--- src/rtl/snn_pe_scheduler.sv ---
// snn_pe_scheduler: sequencer for one dual-layer spiking PE.
// Sweeps timesteps (outer), layers, then 4-input groups (inner). Each layer
// pass is FETCH (prime the memories with group 0), ACCUM (one cycle per group,
// PE enabled, next group's address issued in parallel), then SAMPLE (capture
// the PE fire bit, report it as an event and count it per layer).
//
// Ports:
//   clk, rst                  clock, synchronous active-high reset
//   start                     run request pulse, ignored while busy
//   busy, done                run in progress / one-cycle completion pulse
//   w_addr, w_rdata           weight memory (1-cycle synchronous read)
//   s_addr, s_rdata           input-spike memory (1-cycle synchronous read)
//   pe_en, pe_layer           one-hot accumulate enable and layer select
//   pe_spike_in, pe_weight0..3  PE data, passed through from read data
//   pe_spike_out              PE fire indication for pe_layer
//   ev_valid/layer/t/spike    spike-event report, one cycle after SAMPLE
//   spk_cnt0, spk_cnt1        per-layer fire counts for the current run
module snn_pe_scheduler #(
    parameter int unsigned N_IN = 8,
    parameter int unsigned N_T  = 4,
    parameter int unsigned WA_W = $clog2(2 * (N_IN / 4)),
    parameter int unsigned SA_W = $clog2(N_T * 2 * (N_IN / 4))
) (
    input  logic                       clk,
    input  logic                       rst,
    input  logic                       start,
    output logic                       busy,
    output logic                       done,
    output logic [WA_W-1:0]            w_addr,
    input  logic [31:0]                w_rdata,
    output logic [SA_W-1:0]            s_addr,
    input  logic [3:0]                 s_rdata,
    output logic [1:0]                 pe_en,
    output logic                       pe_layer,
    output logic [3:0]                 pe_spike_in,
    output logic [7:0]                 pe_weight0,
    output logic [7:0]                 pe_weight1,
    output logic [7:0]                 pe_weight2,
    output logic [7:0]                 pe_weight3,
    input  logic                       pe_spike_out,
    output logic                       ev_valid,
    output logic                       ev_layer,
    output logic [$clog2(N_T)-1:0]     ev_t,
    output logic                       ev_spike,
    output logic [$clog2(N_T+1)-1:0]   spk_cnt0,
    output logic [$clog2(N_T+1)-1:0]   spk_cnt1
);

    localparam int unsigned N_GROUPS = N_IN / 4;
    localparam int unsigned G_W      = (N_GROUPS > 1) ? $clog2(N_GROUPS) : 1;
    localparam int unsigned T_W      = $clog2(N_T);
    localparam int unsigned C_W      = $clog2(N_T + 1);

    localparam logic [G_W-1:0] G_LAST = G_W'(N_GROUPS - 1);
    localparam logic [T_W-1:0] T_LAST = T_W'(N_T - 1);
    localparam logic [C_W-1:0] C_MAX  = C_W'(N_T);

    typedef enum logic [1:0] {
        IDLE   = 2'd0,
        FETCH  = 2'd1,
        ACCUM  = 2'd2,
        SAMPLE = 2'd3
    } state_t;

    state_t         state, state_n;
    logic [T_W-1:0] t, t_n;
    logic           l, l_n;
    logic [G_W-1:0] g, g_n;

    logic            busy_n, done_n;
    logic [WA_W-1:0] w_addr_n;
    logic [SA_W-1:0] s_addr_n;
    logic [1:0]      pe_en_n;
    logic            pe_layer_n;
    logic            ev_valid_n, ev_layer_n, ev_spike_n;
    logic [T_W-1:0]  ev_t_n;
    logic [C_W-1:0]  cnt0_n, cnt1_n;
    int unsigned     gi;

    // Weight address of group gg in layer ll.
    function automatic logic [WA_W-1:0] w_addr_of(input logic ll, input int unsigned gg);
        return WA_W'(32'(ll) * N_GROUPS + gg);
    endfunction

    // Spike address of group gg in layer ll at timestep tt.
    function automatic logic [SA_W-1:0] s_addr_of(input logic [T_W-1:0] tt, input logic ll,
                                                  input int unsigned gg);
        return SA_W'((32'(tt) * 2 + 32'(ll)) * N_GROUPS + gg);
    endfunction

    // PE data path is a direct pass-through of the memory read ports.
    assign pe_spike_in = s_rdata;
    assign pe_weight0  = w_rdata[7:0];
    assign pe_weight1  = w_rdata[15:8];
    assign pe_weight2  = w_rdata[23:16];
    assign pe_weight3  = w_rdata[31:24];

    // State and registered outputs.
    always_ff @(posedge clk) begin
        if (rst) begin
            state    <= IDLE;
            t        <= '0;
            l        <= 1'b0;
            g        <= '0;
            busy     <= 1'b0;
            done     <= 1'b0;
            w_addr   <= '0;
            s_addr   <= '0;
            pe_en    <= '0;
            pe_layer <= 1'b0;
            ev_valid <= 1'b0;
            ev_layer <= 1'b0;
            ev_t     <= '0;
            ev_spike <= 1'b0;
            spk_cnt0 <= '0;
            spk_cnt1 <= '0;
        end else begin
            state    <= state_n;
            t        <= t_n;
            l        <= l_n;
            g        <= g_n;
            busy     <= busy_n;
            done     <= done_n;
            w_addr   <= w_addr_n;
            s_addr   <= s_addr_n;
            pe_en    <= pe_en_n;
            pe_layer <= pe_layer_n;
            ev_valid <= ev_valid_n;
            ev_layer <= ev_layer_n;
            ev_t     <= ev_t_n;
            ev_spike <= ev_spike_n;
            spk_cnt0 <= cnt0_n;
            spk_cnt1 <= cnt1_n;
        end
    end

    // Next state, loop counters, and next-cycle outputs.
    always_comb begin
        state_n    = state;
        t_n        = t;
        l_n        = l;
        g_n        = g;
        done_n     = 1'b0;
        ev_valid_n = 1'b0;
        ev_layer_n = ev_layer;
        ev_t_n     = ev_t;
        ev_spike_n = ev_spike;
        cnt0_n     = spk_cnt0;
        cnt1_n     = spk_cnt1;
        busy_n     = 1'b0;
        pe_en_n    = '0;
        pe_layer_n = pe_layer;
        w_addr_n   = w_addr;
        s_addr_n   = s_addr;
        gi         = 0;

        case (state)
            IDLE: begin
                if (start) begin
                    state_n = FETCH;
                    t_n     = '0;
                    l_n     = 1'b0;
                    g_n     = '0;
                    cnt0_n  = '0;
                    cnt1_n  = '0;
                end
            end
            FETCH: begin
                state_n = ACCUM;
                g_n     = '0;
            end
            ACCUM: begin
                if (g == G_LAST) begin
                    state_n = SAMPLE;
                end else begin
                    g_n = g + G_W'(1);
                end
            end
            SAMPLE: begin
                ev_valid_n = 1'b1;
                ev_spike_n = pe_spike_out;
                ev_layer_n = l;
                ev_t_n     = t;
                // Per-layer fire counts saturate at N_T.
                if (pe_spike_out) begin
                    if (!l && spk_cnt0 != C_MAX) cnt0_n = spk_cnt0 + C_W'(1);
                    if (l && spk_cnt1 != C_MAX)  cnt1_n = spk_cnt1 + C_W'(1);
                end
                g_n = '0;
                if (!l) begin
                    l_n     = 1'b1;
                    state_n = FETCH;
                end else if (t != T_LAST) begin
                    t_n     = t + T_W'(1);
                    l_n     = 1'b0;
                    state_n = FETCH;
                end else begin
                    state_n = IDLE;
                    done_n  = 1'b1;
                end
            end
            default: state_n = IDLE;
        endcase

        // Outputs are registered, so derive them from the upcoming state.
        busy_n = (state_n != IDLE);
        case (state_n)
            FETCH: begin
                pe_layer_n = l_n;
                w_addr_n   = w_addr_of(l_n, 0);
                s_addr_n   = s_addr_of(t_n, l_n, 0);
            end
            ACCUM: begin
                pe_en_n[l_n] = 1'b1;
                pe_layer_n   = l_n;
                // Prefetch the next group; hold on the last one.
                gi       = (g_n == G_LAST) ? 32'(g_n) : 32'(g_n) + 1;
                w_addr_n = w_addr_of(l_n, gi);
                s_addr_n = s_addr_of(t_n, l_n, gi);
            end
            SAMPLE: begin
                pe_layer_n = l_n;
            end
            default: ;
        endcase
    end

endmodule

--- config.mk ---
export PLATFORM = sky130hd
export DESIGN_NAME = snn_pe_scheduler
export DESIGN_NICKNAME = d
export VERILOG_FILES = /design/src/rtl/snn_pe_scheduler.sv
export SDC_FILE = /design/constraint.sdc
export NUM_CORES = 1
export LEC_CHECK = 0
export ABC_CLOCK_PERIOD_IN_PS = 3300
export CORE_MARGIN = 2
export CORE_UTILIZATION = 35
export DETAILED_ROUTE_END_ITERATION = 8
export PLACE_DENSITY = 0.78
export SETUP_SLACK_MARGIN = 0.15
export SLEW_MARGIN = 5
export SYNTH_ARGS = -nofsm -noshare
export SYNTH_HDL_FRONTEND = slang
export SYNTH_SLANG_ARGS = --single-unit
--- constraint.sdc ---
create_clock -name clk -period 3.3 [get_ports clk]
set_clock_uncertainty 0.15 [all_clocks]
set_input_delay 0.66 -clock clk [delete_from_list [all_inputs] [get_ports clk]]
set_output_delay 0.66 -clock clk [all_outputs]
set_load 0.01 [all_outputs]
==> out/qor.yml <==
status: "finished, final reports clean"
synthXorXnorAreaFrac_pct: 1.24
postRouteAntennaNets: 0
hold_class: "reg2reg"
yosys_warnings: 0
routed_wl_mm: 2.34
numCtsBuffers: 3
synthMuxAreaShare_pct: 4.26
first_iter_violations: 15
ys_seq_area_share_pct: 36.9
synth.top_cell.area_share_pct: 36.9
rsz0062_at_grt: "false"
cts_tree: "built"
finalSetupViolations: 0
die_x_um: 67.4
worstRegToRegCells: 8
finalCritPeriodShare_pct: 75.8
powerDensity_mw_per_mm2: 855
fmax_ghz: 0.400
cts_buffer_depth: 2
critPathCaptureType: "flop"
p_leak_uw: 0.000567
reg2reg_slack_ns: 0.96
critPathMaxFanout: 6
routed_via_density: 4.67
ctsResizeCount: 0
synth_top_family_by_area: "buffers and inverters"
drive_above_1_share_pct: 6.08
dieHeight_um: 67.4
fin_util_pct: 38.2
routedWlPerCell_um: 11.8
start_kind: "input port"
worst_hold_slack_ns: 0.335
area_delta_synth_final_pct: 6.84
clk_latency_ns: 0.27
antenna_found_initial: 0
synth_fa_ha_area_share_pct: 7.99
synthArstFlopShare_pct: 0
slew_viol_final: 0
worst_pin_slew_ns: 0.436
syn_area_mm2: 0.00141
cts_max_level: 1
crit_path_start: "start"
crit_chain: "clkdlybuf4s50_1 > nor2b_1 > a32o_1 > ha_1 > inv_1 > or3_1 > a21oi_1"
reg2reg_from: "state[0]"
fin_crit_ns: 2.50
cpMaxStageDelayCell: "clkdlybuf4s50_1"
synth_compound_area_share_pct: 12.3
antenna_cells: 0
synth.net_count: 208
core-area_mm2: 0.00394
cts.clk_slew.worst_paths_ns: 0.09
port-buffer-count: 25
critPathArrivalTime_ns: 2.56
avgSynthCellArea_um2: 8.86
synth_area_leaders: "dfxtp_1 37%, buf_4 20%, ha_1 8.0%, nor2_1 4.5%, mux2i_1 4.3%"
std_cell_rows: 23
vias: 924
start_util_pct: 35.7
vdd_ir_drop_max_uv: 356
ys_ff_latch: 26
synth_top_cell_by_area: "dfxtp_1"
layout_common_cells: "26 x dfxtp_1, 25 x clkdlybuf4s50_1, 17 x nor2_1"
synth-edff-count: 0
yosys.area_share.simple_pct: 12.5
r2r_end: "s_addr[2]"
grt_overflow_total: 0
finalHoldViolCount: 0
layout_commonest_cell: "dfxtp_1"
drc: 0
cap_viol_max_count: 0
cts_root_buffer: "clkbuf_8"
synthCells: 159
grt_pass1_vias: 823
dp_hpwl_mm: 1.73
grt_max_degree: 16
ys_types: 28
setup_tns_ns: 0
first_pass_iters: 4
ios: 98
critPathMaxStageDelay_ns: 0.45
required_ns: 3.36
cts_sinks: 26
grtUsageTotal_pct: 10.9
synth_flop_cell: "dfxtp_1"
slew_headroom_pct: 70.9
final_nets: 198
grt_pass1_wl_mm: 3.77
crit_type: "in2reg"
holdBufCountCts: 0
critPathCapture: "s_addr[2]"
dieArea_mm2: 0.00455
post-cts-setup-buffers: 0
place.gp.congestion: 0.810
==> sequential cells by signal, summed over array words and instances, names as in the netlist, 2 cells and up <==
| signal | flops |
|---|---|
| spk_cnt0 | 3 |
| s_addr | 2 |
| state | 2 |
| ev_t | 2 |
| spk_cnt1 | 3 |
| w_addr | 2 |
| pe_en | 2 |
| t | 2 |
==> synthesized netlist by cell type, types with 4 or more instances <==
library cell / instances
buf_4: 38
nand2_1: 4
nand3_1: 5
ha_1: 9
a211oi_1: 4
inv_1: 12
mux2i_1: 6
dfxtp_1: 26
a21oi_1: 9
nor2_1: 17
==> layout make-up <==
| class | count | area, µm² |
|---|---|---|
| clock inverters | 1 | 30.0 |
| clock buffers | 3 | 41.3 |
| multi-input cells | 79 | 541 |
| well taps | 50 | 62.6 |
| flip-flops and latches | 26 | 520 |
| fillers | 390 | 2440 |
| inverters | 12 | 45.0 |
| repair buffers | 27 | 265 |
==> how the worst min path moves through the flow <==
stage / startpoint / end / cells after the start
2_1_floorplan: g / g / 2
3_3_place_gp: ev_spike / ev_spike / 2
3_5_place_dp: s_addr[2] / s_addr[2] / 2
6_report: s_addr[2] / s_addr[2] / 2
5_1_grt: s_addr[2] / s_addr[2] / 2
4_1_cts: s_addr[2] / s_addr[2] / 2
==> per-layer routing <==
layer / part of all wire (%) / wire, µm / track usage [%]
met4: 2.2 / 51 / 6.38
met5: 0 / 0 / 0
met3: 8.4 / 196 / 2.83
met2: 46 / 1060 / 16.5
met1: 44 / 1030 / 14.1
==> per-stage QoR <==
step	cells	power, µW	worst slack, ns	cell area [µm²]
after global routing	198	1390	0.677	1510
after global placement	194	1020	0.604	1430
final	198	1290	0.799	1510
after detailed placement	194	1030	0.553	1430
after CTS	198	1300	0.813	1510
after floorplan	159	898	1.02	1410
==> critical path: cells and delay by family <==
family / cells / cell delay [ns]
adder cells (fa/ha/maj): 1 / 0.26
AND/OR/NAND/NOR: 2 / 0.75
AO/OA/AOI/OAI: 2 / 0.37
buffers and inverters: 2 / 0.53
==> logic make-up after synthesis <==
logic type | count (synthesis)
multiplexers | 6
XOR/XNOR | 2
adder cells (fa/ha/maj) | 9
AO/OA/AOI/OAI | 25
buffers and inverters | 54
flip-flops | 26
AND/OR/NAND/NOR | 37
==> power by group <==
group / total [µW] / leakage [µW] / internal (µW) / switching (µW)
Clock: 263 / 0.0000357 / 162 / 100
Sequential: 421 / 0.000211 / 376 / 45.1
Combinational: 603 / 0.000320 / 285 / 318
Note: power is estimated with default switching activity, not from simulation.
